<file path="src/rtl/axi_master_ctrl_if.sv">
// Bus bundle between the switch-driven AXI-lite style master and its slave.
// Address and data are 4 bits wide; each channel carries a single beat.
interface axi_master_ctrl_if;
  logic       ms_arvalid;
  logic [3:0] SWM_arADDR;
  logic       sm_arready;
  logic       ms_rready;
  logic       sm_rvalid;
  logic       ms_awvalid;
  logic       sm_awready;
  logic       ms_wvalid;
  logic [3:0] SWM_wdata;
  logic       sm_wready;

  modport master (
    output ms_arvalid,
    output SWM_arADDR,
    input  sm_arready,
    output ms_rready,
    input  sm_rvalid,
    output ms_awvalid,
    input  sm_awready,
    output ms_wvalid,
    output SWM_wdata,
    input  sm_wready
  );

  modport slave (
    input  ms_arvalid,
    input  SWM_arADDR,
    output sm_arready,
    input  ms_rready,
    output sm_rvalid,
    input  ms_awvalid,
    output sm_awready,
    input  ms_wvalid,
    input  SWM_wdata,
    output sm_wready
  );
endinterface

</file>
<file path="src/rtl/axi_master_ctrl.sv">
// Single-beat bus master driven by switches. A read walks AR -> R; a write walks
// AR -> AW -> W -> R so the written location is read back. Each wait state aborts
// to IDLE with a sticky err after TIMEOUT cycles without its handshake.
module axi_master_ctrl #(
  parameter int unsigned TIMEOUT = 200
) (
  input  logic                     clk,
  input  logic                     reset,
  input  logic                     cmd_rd,
  input  logic                     cmd_wr,
  input  logic [3:0]               sw_addr,
  input  logic [3:0]               sw_data,
  axi_master_ctrl_if.master        bus,
  output logic                     busy,
  output logic                     done,
  output logic                     err,
  output logic [7:0]               txn_count
);

  localparam logic [2:0] StIdle = 3'd0;
  localparam logic [2:0] StAr   = 3'd1;
  localparam logic [2:0] StR    = 3'd2;
  localparam logic [2:0] StAw   = 3'd3;
  localparam logic [2:0] StW    = 3'd4;

  // Wait-counter value on which a stalled state gives up.
  localparam logic [7:0] TimeoutLast = 8'(TIMEOUT - 1);

  logic [2:0] state_q, state_d;
  logic [7:0] wait_q, wait_d;
  logic [3:0] addr_q, data_q;
  logic       is_wr_q;
  logic       err_q, done_q;
  logic [7:0] txn_q;

  logic accept;
  logic hs;
  logic abort;
  logic complete;

  assign accept   = (state_q == StIdle) && (cmd_rd || cmd_wr);
  assign abort    = (state_q != StIdle) && !hs && (wait_q == TimeoutLast);
  assign complete = (state_q == StR) && bus.sm_rvalid;

  // Handshake input that lets the current wait state advance.
  always_comb begin
    hs = 1'b0;
    unique case (state_q)
      StAr:    hs = bus.sm_arready;
      StAw:    hs = bus.sm_awready;
      StW:     hs = bus.sm_wready;
      StR:     hs = bus.sm_rvalid;
      default: hs = 1'b0;
    endcase
  end

  // Next state; a handshake takes precedence over a timeout in the same cycle.
  always_comb begin
    state_d = state_q;
    if (state_q == StIdle) begin
      if (accept) state_d = StAr;
    end else if (hs) begin
      unique case (state_q)
        StAr:    state_d = is_wr_q ? StAw : StR;
        StAw:    state_d = StW;
        StW:     state_d = StR;
        default: state_d = StIdle;
      endcase
    end else if (abort) begin
      state_d = StIdle;
    end
  end

  // Wait counter restarts on every state change and runs only while waiting.
  always_comb begin
    wait_d = 8'd0;
    if (state_d == state_q && state_q != StIdle) wait_d = wait_q + 8'd1;
  end

  // State, wait counter and completion bookkeeping.
  always_ff @(posedge clk) begin
    if (reset) begin
      state_q <= StIdle;
      wait_q  <= 8'd0;
      done_q  <= 1'b0;
      txn_q   <= 8'd0;
    end else begin
      state_q <= state_d;
      wait_q  <= wait_d;
      done_q  <= complete;
      if (complete) txn_q <= txn_q + 8'd1;
    end
  end

  // Command capture; address/data hold for the whole transaction.
  always_ff @(posedge clk) begin
    if (reset) begin
      addr_q  <= 4'd0;
      data_q  <= 4'd0;
      is_wr_q <= 1'b0;
      err_q   <= 1'b0;
    end else if (accept) begin
      addr_q  <= sw_addr;
      data_q  <= sw_data;
      is_wr_q <= cmd_wr && !cmd_rd;
      err_q   <= 1'b0;
    end else if (abort) begin
      err_q   <= 1'b1;
    end
  end

  // Outputs decode only registered state and datapath.
  assign bus.ms_arvalid = (state_q == StAr);
  assign bus.ms_rready  = (state_q == StR);
  assign bus.ms_awvalid = (state_q == StAw) || (state_q == StW);
  assign bus.ms_wvalid  = (state_q == StW);
  assign bus.SWM_arADDR = addr_q;
  assign bus.SWM_wdata  = data_q;
  assign busy           = (state_q != StIdle);
  assign done           = done_q;
  assign err            = err_q;
  assign txn_count      = txn_q;

endmodule

</file>
<file path="src/flat_wrapper.sv">
// flat-port wrapper written by rule: the top's interface ports become plain ports
module axi_master_ctrl_flat 
#(
  parameter int unsigned TIMEOUT = 200
)
  (clk, reset, cmd_rd, cmd_wr, sw_addr, sw_data, busy, done, err, txn_count, bus_ms_arvalid, bus_SWM_arADDR, bus_sm_arready, bus_ms_rready, bus_sm_rvalid, bus_ms_awvalid, bus_sm_awready, bus_ms_wvalid, bus_SWM_wdata, bus_sm_wready);
  axi_master_ctrl_if bus_i ();
  input  logic clk;
  input  logic reset;
  input  logic cmd_rd;
  input  logic cmd_wr;
  input  logic [3:0] sw_addr;
  input  logic [3:0] sw_data;
  output logic busy;
  output logic done;
  output logic err;
  output logic [7:0] txn_count;
  output wire logic [$bits(bus_i.ms_arvalid)-1:0] bus_ms_arvalid;
  output wire logic [$bits(bus_i.SWM_arADDR)-1:0] bus_SWM_arADDR;
  input wire logic [$bits(bus_i.sm_arready)-1:0] bus_sm_arready;
  output wire logic [$bits(bus_i.ms_rready)-1:0] bus_ms_rready;
  input wire logic [$bits(bus_i.sm_rvalid)-1:0] bus_sm_rvalid;
  output wire logic [$bits(bus_i.ms_awvalid)-1:0] bus_ms_awvalid;
  input wire logic [$bits(bus_i.sm_awready)-1:0] bus_sm_awready;
  output wire logic [$bits(bus_i.ms_wvalid)-1:0] bus_ms_wvalid;
  output wire logic [$bits(bus_i.SWM_wdata)-1:0] bus_SWM_wdata;
  input wire logic [$bits(bus_i.sm_wready)-1:0] bus_sm_wready;
  assign bus_ms_arvalid = bus_i.ms_arvalid;
  assign bus_SWM_arADDR = bus_i.SWM_arADDR;
  assign bus_i.sm_arready = bus_sm_arready;
  assign bus_ms_rready = bus_i.ms_rready;
  assign bus_i.sm_rvalid = bus_sm_rvalid;
  assign bus_ms_awvalid = bus_i.ms_awvalid;
  assign bus_i.sm_awready = bus_sm_awready;
  assign bus_ms_wvalid = bus_i.ms_wvalid;
  assign bus_SWM_wdata = bus_i.SWM_wdata;
  assign bus_i.sm_wready = bus_sm_wready;
  axi_master_ctrl #(.TIMEOUT(TIMEOUT)) u_core (.clk(clk), .reset(reset), .cmd_rd(cmd_rd), .cmd_wr(cmd_wr), .sw_addr(sw_addr), .sw_data(sw_data), .bus(bus_i), .busy(busy), .done(done), .err(err), .txn_count(txn_count));
endmodule
</file>
<file path="config.mk">
export PLATFORM = sky130hd
export DESIGN_NAME = axi_master_ctrl_flat
export DESIGN_NICKNAME = d
export VERILOG_FILES = /design/src/rtl/axi_master_ctrl_if.sv /design/src/rtl/axi_master_ctrl.sv /design/src/flat_wrapper.sv
export SDC_FILE = /design/constraint.sdc
export NUM_CORES = 1
export LEC_CHECK = 0
export CAP_MARGIN = 20
export CORE_MARGIN = 4
export CORE_UTILIZATION = 39
export CTS_CLUSTER_SIZE = 40
export DETAILED_ROUTE_END_ITERATION = 7
export PLACE_DENSITY = 0.76
export SYNTH_ARGS = -nofsm -noshare
export SYNTH_HDL_FRONTEND = slang
export SYNTH_SLANG_ARGS = --single-unit
</file>
<file path="constraint.sdc">
create_clock -name clk -period 1.9 [get_ports clk]
set_clock_uncertainty 0.1 [all_clocks]
set_input_delay 0.38 -clock clk [delete_from_list [all_inputs] [get_ports clk]]
set_output_delay 0.38 -clock clk [all_outputs]
set_load 0.02 [all_outputs]
</file>
==> results of run 1 <==
-- area by class of cell --
cell class / instances / area share
multi-input cells: 110 / 0.366
repair buffers: 53 / 0.247
clock buffers: 8 / 0.0404
well taps: 46 / 0.0295
inverters: 4 / 0.00769
flip-flops and latches: 30 / 0.309
-- routing by layer --
metal	wire length [um]	part of all wire	up-vias
li1	-	-	636
met1	1360	0.41	580
met2	1750	0.52	30
met3	213	0.064	4
met4	23	0.0069	0
met5	0	0	-
-- state kept, by name, summed over array words and instances (netlist names) --
signal                 cells
u_core.txn_count           8
u_core.wait_q              8
u_core.bus.SWM_arADDR      4
u_core.bus.SWM_wdata       4
u_core.state_q             3
u_core.done                1
u_core.err                 1
u_core.is_wr_q             1
-- synth_stat cells (all sizes together) --
library cell | instances | area, um^2
and4bb | 1 | 12.5
inv | 4 | 15.0
a21o | 1 | 7.51
a31oi | 1 | 6.26
dfxtp | 30 | 601
mux2i | 1 | 10.0
o32a | 1 | 11.3
o211ai | 1 | 12.5
a21oi | 12 | 60.1
nand4bb | 2 | 38.8
nor2 | 12 | 45.0
ha | 2 | 25.0
nand4 | 4 | 25.0
nand2 | 22 | 82.6
nor3 | 13 | 76.3
a211oi | 1 | 7.51
buf | 4 | 27.5
nand2b | 1 | 6.26
xor2 | 5 | 43.8
clkbuf | 2 | 7.51
nor4 | 1 | 6.26
nand3b | 3 | 22.5
or3 | 1 | 6.26
and3 | 2 | 12.5
a22o | 1 | 8.76
o21a | 1 | 7.51
xnor2 | 7 | 61.3
and2 | 1 | 6.26
o211a | 1 | 10.0
o2bb2ai | 2 | 17.5
o21ai | 2 | 10.0
nand3 | 4 | 20.0
o311ai | 1 | 16.3
nor3b | 3 | 27.5
-- final timing paths --
check,slack [ns],end,cells after the start
worst max register to register,0.25,u_core.wait_q[6],5
worst min register to register,0.36,u_core.bus.SWM_arADDR[1],2
worst max-delay path,0.07,txn_count[4],1
worst min-delay path,0.36,u_core.bus.SWM_arADDR[1],2
-- logic make-up after synthesis --
| kind of cell | synth area share |
|---|---|
| adders and majority gates | 0.0185 |
| muxes | 0.00739 |
| xor gates and xnor gates | 0.0776 |
| and+or+nand+nor | 0.287 |
| AOI/OAI and AO/OA | 0.129 |
| buffers and inverters | 0.0370 |
| DFF | 0.444 |
-- power groups by stage --
stage                     registers (uW)  clock network, uW  logic (uW)
after CTS                            747                470         723
after global placement               755                  0         713
after floorplan                      792                  0         371
final                                747                459         718
after global routing                 757                509         782
after detailed placement             760                  0         736
-- stage by stage --
stage	std cells	TNS, ns	power, uW
2_1_floorplan	150	0	1160
3_3_place_gp	243	0	1470
3_5_place_dp	243	-0.144	1500
4_1_cts	251	0	1940
5_1_grt	251	0	2050
6_report	251	0	1920
-- timing repair --
item / CTS / global route
resized for setup: 10 / 11
gates cloned: 0 / 0
buffers inserted: 0 / 0
setup endpoints to repair: 5 / 12
-- worst register-to-register path, cell delays in order, from the launching register on --
cell and delay [ns]:
sky130_fd_sc_hd__dfxtp_1 0.37, sky130_fd_sc_hd__ha_1 0.24, sky130_fd_sc_hd__nand4_1 0.12, sky130_fd_sc_hd__nor4_2 0.26
sky130_fd_sc_hd__o32a_2 0.33, sky130_fd_sc_hd__nor3_1 0.10
==> impl_results.html, run 1 <==
<table>
<tr><th>Metric</th><th>Value</th></tr>
<tr><th colspan="2">Clocking</th></tr>
<tr><td>Depth of the CTS H-tree</td><td>2</td></tr>
<tr><td>CTS tree</td><td>built</td></tr>
<tr><td>Total clock sinks</td><td>30</td></tr>
<tr><td>Clock insertion delay at the later pin of the skew report</td><td>0.32 ns</td></tr>
<tr><td>Number of hold buffers added after cts</td><td>0</td></tr>
<tr><td>Maximum number of buffers from clock root to sink</td><td>2</td></tr>
<tr><td>Total CTS buffers</td><td>5</td></tr>
<tr><td>Clock-pin slew on the worst setup and hold paths</td><td>0.09 ns</td></tr>
<tr><td>Cell at the root of the clock tree</td><td>sky130_fd_sc_hd__clkbuf_4</td></tr>
<tr><th colspan="2">Floorplan</th></tr>
<tr><td>Initial Utilization</td><td>0.406</td></tr>
<tr><td>Core Footprint</td><td>3340 um^2</td></tr>
<tr><td>Num ports</td><td>39</td></tr>
<tr><td>Die area</td><td>4480 um^2</td></tr>
<tr><td>Width of the chip</td><td>66.9 um</td></tr>
<tr><td>Cell row count</td><td>21</td></tr>
<tr><td>DIE HEIGHT</td><td>66.9 um</td></tr>
<tr><th colspan="2">Power and ir drop</th></tr>
<tr><td>Highest ir drop seen on vdd</td><td>521 uV</td></tr>
<tr><td>Power per unit of standard cell area</td><td>986 nW/um^2</td></tr>
<tr><td>Sequential cell fraction of total power</td><td>0.388</td></tr>
<tr><td>Switching power summed over all nets</td><td>628 uW</td></tr>
<tr><td>Internal power contribution</td><td>1300 uW</td></tr>
<tr><td>Switching Fraction</td><td>0.326</td></tr>
<tr><td>Clock network fraction of total power</td><td>0.238</td></tr>
<tr><td>Logic pwr share</td><td>0.373</td></tr>
<tr><td>Lkg Pwr</td><td>0.000770 uW</td></tr>
<tr><th colspan="2">Layout</th></tr>
<tr><td>Fraction of final layout cells sized beyond drive strength 1</td><td>0.185</td></tr>
<tr><td>Layout filler cell count</td><td>307</td></tr>
<tr><td>Total area of sequential cells</td><td>603 um^2</td></tr>
<tr><td>Net count, final</td><td>222</td></tr>
<tr><td>Area used by multi-input combinational logic</td><td>714 um^2</td></tr>
<tr><td>Final core utilization</td><td>0.585</td></tr>
<tr><td>Area growth syn-to-layout</td><td>44.2%</td></tr>
<tr><td>Final non-filler cell area</td><td>1950 um^2</td></tr>
<tr><td>Leading cell type in the layout, fill and taps excluded</td><td>sky130_fd_sc_hd__clkdlybuf4s50_1</td></tr>
<tr><td>Antenna diode count</td><td>0</td></tr>
<tr><td>Leading cell types in the layout, fill and taps excluded</td><td>sky130_fd_sc_hd__clkdlybuf4s50_1 (31), sky130_fd_sc_hd__dfxtp_1 (28), sky130_fd_sc_hd__nand2_1 (22)</td></tr>
<tr><th colspan="2">Critical path</th></tr>
<tr><td>Critical path cell sequence</td><td>clkdlybuf4s50_1</td></tr>
<tr><td>Critical Path RT</td><td>1.42 ns</td></tr>
<tr><td>Crit Path Category</td><td>reg -&gt; out</td></tr>
<tr><td>Gate family responsible for the most delay along the worst path</td><td>buffers and inverters</td></tr>
<tr><td>Highest cell delay on the worst timing path</td><td>0.63 ns</td></tr>
<tr><td>Critical Path Start Type</td><td>flop</td></tr>
<tr><td>Startpoint of the worst register-to-register path</td><td>u_core.wait_q[0]</td></tr>
<tr><td>Library cell contributing the largest single delay on the critical path</td><td>sky130_fd_sc_hd__clkdlybuf4s50_1</td></tr>
<tr><td>Origin of the worst setup path</td><td>u_core.txn_count[4]</td></tr>
<tr><td>Maximum fanout encountered on the critical timing path</td><td>5</td></tr>
<tr><td>WP buf/inv</td><td>1</td></tr>
<tr><td>Critical Path AT</td><td>1.35 ns</td></tr>
<tr><td>Crit path capture type</td><td>output port</td></tr>
<tr><th colspan="2">Synthesis</th></tr>
<tr><td>Synth Net Count</td><td>168</td></tr>
<tr><td>YS warnings</td><td>0</td></tr>
<tr><td>Synthesized instance count</td><td>150</td></tr>
<tr><td>Share of the yosys chip area belonging to registers</td><td>0.444</td></tr>
<tr><td>Count of unique library cells instantiated by Yosys</td><td>39</td></tr>
<tr><td>Mean post-synth cell area</td><td>9.03 um^2</td></tr>
<tr><td>Synthesized flop and latch total</td><td>30</td></tr>
<tr><td>Total standard cell area after synthesis</td><td>1350 um^2</td></tr>
<tr><th colspan="2">Outcome</th></tr>
<tr><td>Outcome</td><td>completed</td></tr>
<tr><th colspan="2">Timing</th></tr>
<tr><td>Finish-stage setup viols</td><td>0</td></tr>
<tr><td>Max-slew headroom at the worst pin</td><td>0.721</td></tr>
<tr><td>Final worst path period share</td><td>0.963</td></tr>
<tr><td>Setup repair after global routing missed its margin</td><td>no</td></tr>
<tr><td>Hold slack final</td><td>0.363 ns</td></tr>
<tr><td>Final worst setup slack</td><td>0.0700 ns</td></tr>
<tr><td>Fin. Hold Viols</td><td>0</td></tr>
<tr><td>Highest clock rate</td><td>546 MHz</td></tr>
<tr><td>Pin slew with the least headroom to its limit</td><td>0.417 ns</td></tr>
<tr><td>Number of pins with negative max-slew slack in the final report</td><td>0</td></tr>
<tr><td>Final critical path time including I/O delays and setup</td><td>1.83 ns</td></tr>
<tr><th colspan="2">Global routing</th></tr>
<tr><td>Met1 usage</td><td>0.179</td></tr>
<tr><td>Number of global-route vias before repair</td><td>1228</td></tr>
<tr><td>Overflow left after global routing</td><td>0</td></tr>
<tr><td>Grt met2 use</td><td>0.271</td></tr>
<tr><td>Overall routing resource usage</td><td>0.157</td></tr>
<tr><td>Global Route met3 Usage</td><td>0.0607</td></tr>
<tr><td>Number of antenna violations at the first check in global routing</td><td>0</td></tr>
<tr><td>Highest-utilization routing layer at the global route stage</td><td>met2</td></tr>
<tr><td>Largest net degree at the start of global routing</td><td>12</td></tr>
<tr><td>First-pass GRT wire length</td><td>5.37 mm</td></tr>
<tr><th colspan="2">Routing</th></tr>
<tr><td>Wirelength per Cell</td><td>13.3 um</td></tr>
<tr><td>TritonRoute pass-1 iters</td><td>4</td></tr>
<tr><td>Vias after detailed routing</td><td>1250</td></tr>
<tr><td>Detailed-route vias per instance</td><td>4.98</td></tr>
<tr><td>Initial DRC Count</td><td>47</td></tr>
<tr><td>Post-route DRC</td><td>0</td></tr>
<tr><td>Routed Antenna Nets</td><td>0</td></tr>
<tr><td>Final wirelength</td><td>3.35 mm</td></tr>
<tr><th colspan="2">Placed design</th></tr>
<tr><td>Routability Congestion</td><td>0.756</td></tr>
<tr><td>DP Area</td><td>1870 um^2</td></tr>
<tr><td>Placed wire-length estimate after detailed placement</td><td>2.51 mm</td></tr>
<tr><td>Number of input and output port buffers inserted</td><td>38</td></tr>
<tr><td>Post-Place Setup Slack</td><td>-0.0359 ns</td></tr>
<tr><th colspan="2">Flow run</th></tr>
<tr><td>Max-cap viol count</td><td>0</td></tr>
<tr><th colspan="2">Worst hold path</th></tr>
<tr><td>Worst hold path class</td><td>reg -&gt; reg</td></tr>
<tr><td>Hold wc startpoint</td><td>u_core.bus.SWM_arADDR[1]</td></tr>
</table>
No activity file was read; power rests on OpenSTA's default activity.
==> inputs of run 2 (changes only) <==
- CORE_UTILIZATION: 39 -> 46
- PLACE_DENSITY: 0.76 -> 0.86
==> run 2 against run 1 <==
  * Combinational power down 1%
  * Clock power down 12%
  * Fmax down 0.50%
  * Sequential power about the same
  * Worst setup slack worse by 0.0093 ns
  * Cell count down 6.8%
  * First-iteration DRC count down 13%
  * Critical path type unchanged
==> impl_results.html, run 2 (synthesis results as in run 1) <==
<table>
<tr><th>Metric</th><th>Value</th></tr>
<tr><th colspan="2">Outcome</th></tr>
<tr><td>Outcome</td><td>completed</td></tr>
<tr><th colspan="2">Critical path</th></tr>
<tr><td>Gate family responsible for the most delay along the worst path</td><td>buffers and inverters</td></tr>
<tr><td>Maximum fanout encountered on the critical timing path</td><td>2</td></tr>
<tr><td>Critical Path AT</td><td>1.36 ns</td></tr>
<tr><td>Critical Path RT</td><td>1.42 ns</td></tr>
<tr><td>Crit path capture type</td><td>output port</td></tr>
<tr><td>Crit Path Category</td><td>reg -&gt; out</td></tr>
<tr><td>Critical Path Start Type</td><td>flop</td></tr>
<tr><td>Library cell contributing the largest single delay on the critical path</td><td>sky130_fd_sc_hd__clkdlybuf4s50_1</td></tr>
<tr><td>Critical path cell sequence</td><td>clkdlybuf4s50_1</td></tr>
<tr><td>Highest cell delay on the worst timing path</td><td>0.62 ns</td></tr>
<tr><td>WP buf/inv</td><td>1</td></tr>
<tr><th colspan="2">Placed design</th></tr>
<tr><td>Routability Congestion</td><td>0.772</td></tr>
<tr><td>Number of input and output port buffers inserted</td><td>38</td></tr>
<tr><td>Placed wire-length estimate after detailed placement</td><td>2.89 mm</td></tr>
<tr><th colspan="2">Routing</th></tr>
<tr><td>Final wirelength</td><td>3.67 mm</td></tr>
<tr><td>Vias after detailed routing</td><td>1284</td></tr>
<tr><td>Initial DRC Count</td><td>41</td></tr>
<tr><td>Detailed-route vias per instance</td><td>5.49</td></tr>
<tr><td>Routed Antenna Nets</td><td>0</td></tr>
<tr><td>Post-route DRC</td><td>0</td></tr>
<tr><td>Wirelength per Cell</td><td>15.7 um</td></tr>
<tr><td>TritonRoute pass-1 iters</td><td>4</td></tr>
<tr><th colspan="2">Layout</th></tr>
<tr><td>Area growth syn-to-layout</td><td>41.1%</td></tr>
<tr><td>Layout filler cell count</td><td>218</td></tr>
<tr><td>Leading cell types in the layout, fill and taps excluded</td><td>sky130_fd_sc_hd__clkdlybuf4s50_1 (28), sky130_fd_sc_hd__dfxtp_1 (28), sky130_fd_sc_hd__nand2_1 (22)</td></tr>
<tr><td>Fraction of final layout cells sized beyond drive strength 1</td><td>0.177</td></tr>
<tr><td>Antenna diode count</td><td>0</td></tr>
<tr><td>Net count, final</td><td>220</td></tr>
<tr><th colspan="2">Timing</th></tr>
<tr><td>Pin slew with the least headroom to its limit</td><td>0.391 ns</td></tr>
<tr><td>Final critical path time including I/O delays and setup</td><td>1.84 ns</td></tr>
<tr><td>Fin. Hold Viols</td><td>0</td></tr>
<tr><td>Highest clock rate</td><td>544 MHz</td></tr>
<tr><td>Final-layout setup total negative slack</td><td>0 ns</td></tr>
<tr><td>Max-slew headroom at the worst pin</td><td>0.739</td></tr>
<tr><td>Final worst path period share</td><td>0.968</td></tr>
<tr><td>Hold slack final</td><td>0.371 ns</td></tr>
<tr><td>Setup repair after global routing missed its margin</td><td>no</td></tr>
<tr><td>Number of pins with negative max-slew slack in the final report</td><td>0</td></tr>
<tr><td>Finish-stage setup viols</td><td>0</td></tr>
<tr><th colspan="2">Power and ir drop</th></tr>
<tr><td>Highest ir drop seen on vdd</td><td>723 uV</td></tr>
<tr><td>Lkg Pwr</td><td>0.000805 uW</td></tr>
<tr><td>Power per unit of standard cell area</td><td>974 nW/um^2</td></tr>
<tr><th colspan="2">Clocking</th></tr>
<tr><td>Clock-pin slew on the worst setup and hold paths</td><td>0.10 ns</td></tr>
<tr><td>Maximum number of buffers from clock root to sink</td><td>2</td></tr>
<tr><td>Cell at the root of the clock tree</td><td>sky130_fd_sc_hd__clkbuf_4</td></tr>
<tr><td>Total clock sinks</td><td>30</td></tr>
<tr><td>Depth of the CTS H-tree</td><td>2</td></tr>
<tr><td>Total CTS buffers</td><td>5</td></tr>
<tr><td>Clock insertion delay at the later pin of the skew report</td><td>0.33 ns</td></tr>
<tr><td>CTS tree</td><td>built</td></tr>
<tr><th colspan="2">Floorplan</th></tr>
<tr><td>Num ports</td><td>39</td></tr>
<tr><td>Cell row count</td><td>19</td></tr>
<tr><td>Die area</td><td>3880 um^2</td></tr>
<tr><td>Core Footprint</td><td>2780 um^2</td></tr>
<tr><td>DIE HEIGHT</td><td>62.3 um</td></tr>
<tr><td>Initial Utilization</td><td>0.487</td></tr>
<tr><td>Width of the chip</td><td>62.3 um</td></tr>
<tr><th colspan="2">Global routing</th></tr>
<tr><td>Overflow left after global routing</td><td>0</td></tr>
<tr><td>Overall routing resource usage</td><td>0.201</td></tr>
<tr><td>Number of antenna violations at the first check in global routing</td><td>0</td></tr>
<tr><td>Number of global-route vias before repair</td><td>1375</td></tr>
<tr><td>Largest net degree at the start of global routing</td><td>11</td></tr>
<tr><td>First-pass GRT wire length</td><td>6.31 mm</td></tr>
<tr><th colspan="2">Flow run</th></tr>
<tr><td>Max-cap viol count</td><td>0</td></tr>
<tr><th colspan="2">Worst hold path</th></tr>
<tr><td>Worst hold path class</td><td>reg -&gt; reg</td></tr>
</table>
## run 2: final cells by class
class / count / area (um^2) / share of cell area
Timing Repair Buffer: 51 / 475 / 0.249
Multi-Input combinational cell: 110 / 714 / 0.374
Inverter: 4 / 15.0 / 0.00786
Clock buffer: 6 / 51.3 / 0.0269
Tap cell: 31 / 38.8 / 0.0203
Clock inverter: 2 / 12.5 / 0.00655
Sequential cell: 30 / 603 / 0.316
## run 2: metal layers
layer | wire, um | up-vias | track usage
li1 | - | 633 | -
met4 | 102 | 0 | 0.0955
met1 | 1370 | 597 | 0.194
met3 | 184 | 17 | 0.0793
met2 | 2010 | 37 | 0.368
met5 | 0 | - | 0
## run 2: worst paths after layout
kind,slack (ns),endpoint,cells past startpoint,startpoint
max reg2reg,0.23,u_core.state_q[2],5,u_core.state_q[1]
max,0.06,txn_count[7],1,u_core.txn_count[7]
min,0.37,u_core.bus.SWM_arADDR[3],2,u_core.bus.SWM_arADDR[3]
min reg2reg,0.37,u_core.bus.SWM_arADDR[3],2,u_core.bus.SWM_arADDR[3]
## run 2: where the power goes
group / total, uW / internal [uW] / leakage [uW] / switching (uW)
Combinational: 711 / 332 / 0.000526 / 378
Clock: 403 / 178 / 0.0000343 / 226
Sequential: 747 / 696 / 0.000245 / 51.0
## run 2: repair_timing
action                     4_1_cts  5_1_grt
setup buffers                    0        0
hold buffers                     0        0
gates resized for setup         11       12
setup endpoints to repair        5       18
## run 2: metrics by stage
step                area, um^2  total power, uW  worst slack (ns)   util  std cells
finish                    1910             1860            0.0607  0.687        234
global route              1910             1990          0.000301  0.687        234
CTS                       1900             1870           0.00480  0.683        234
detailed placement        1840             1480          -0.00303  0.660        226
global placement          1840             1450            0.0367  0.660        226
floorplan                 1350             1160             0.295      -        150
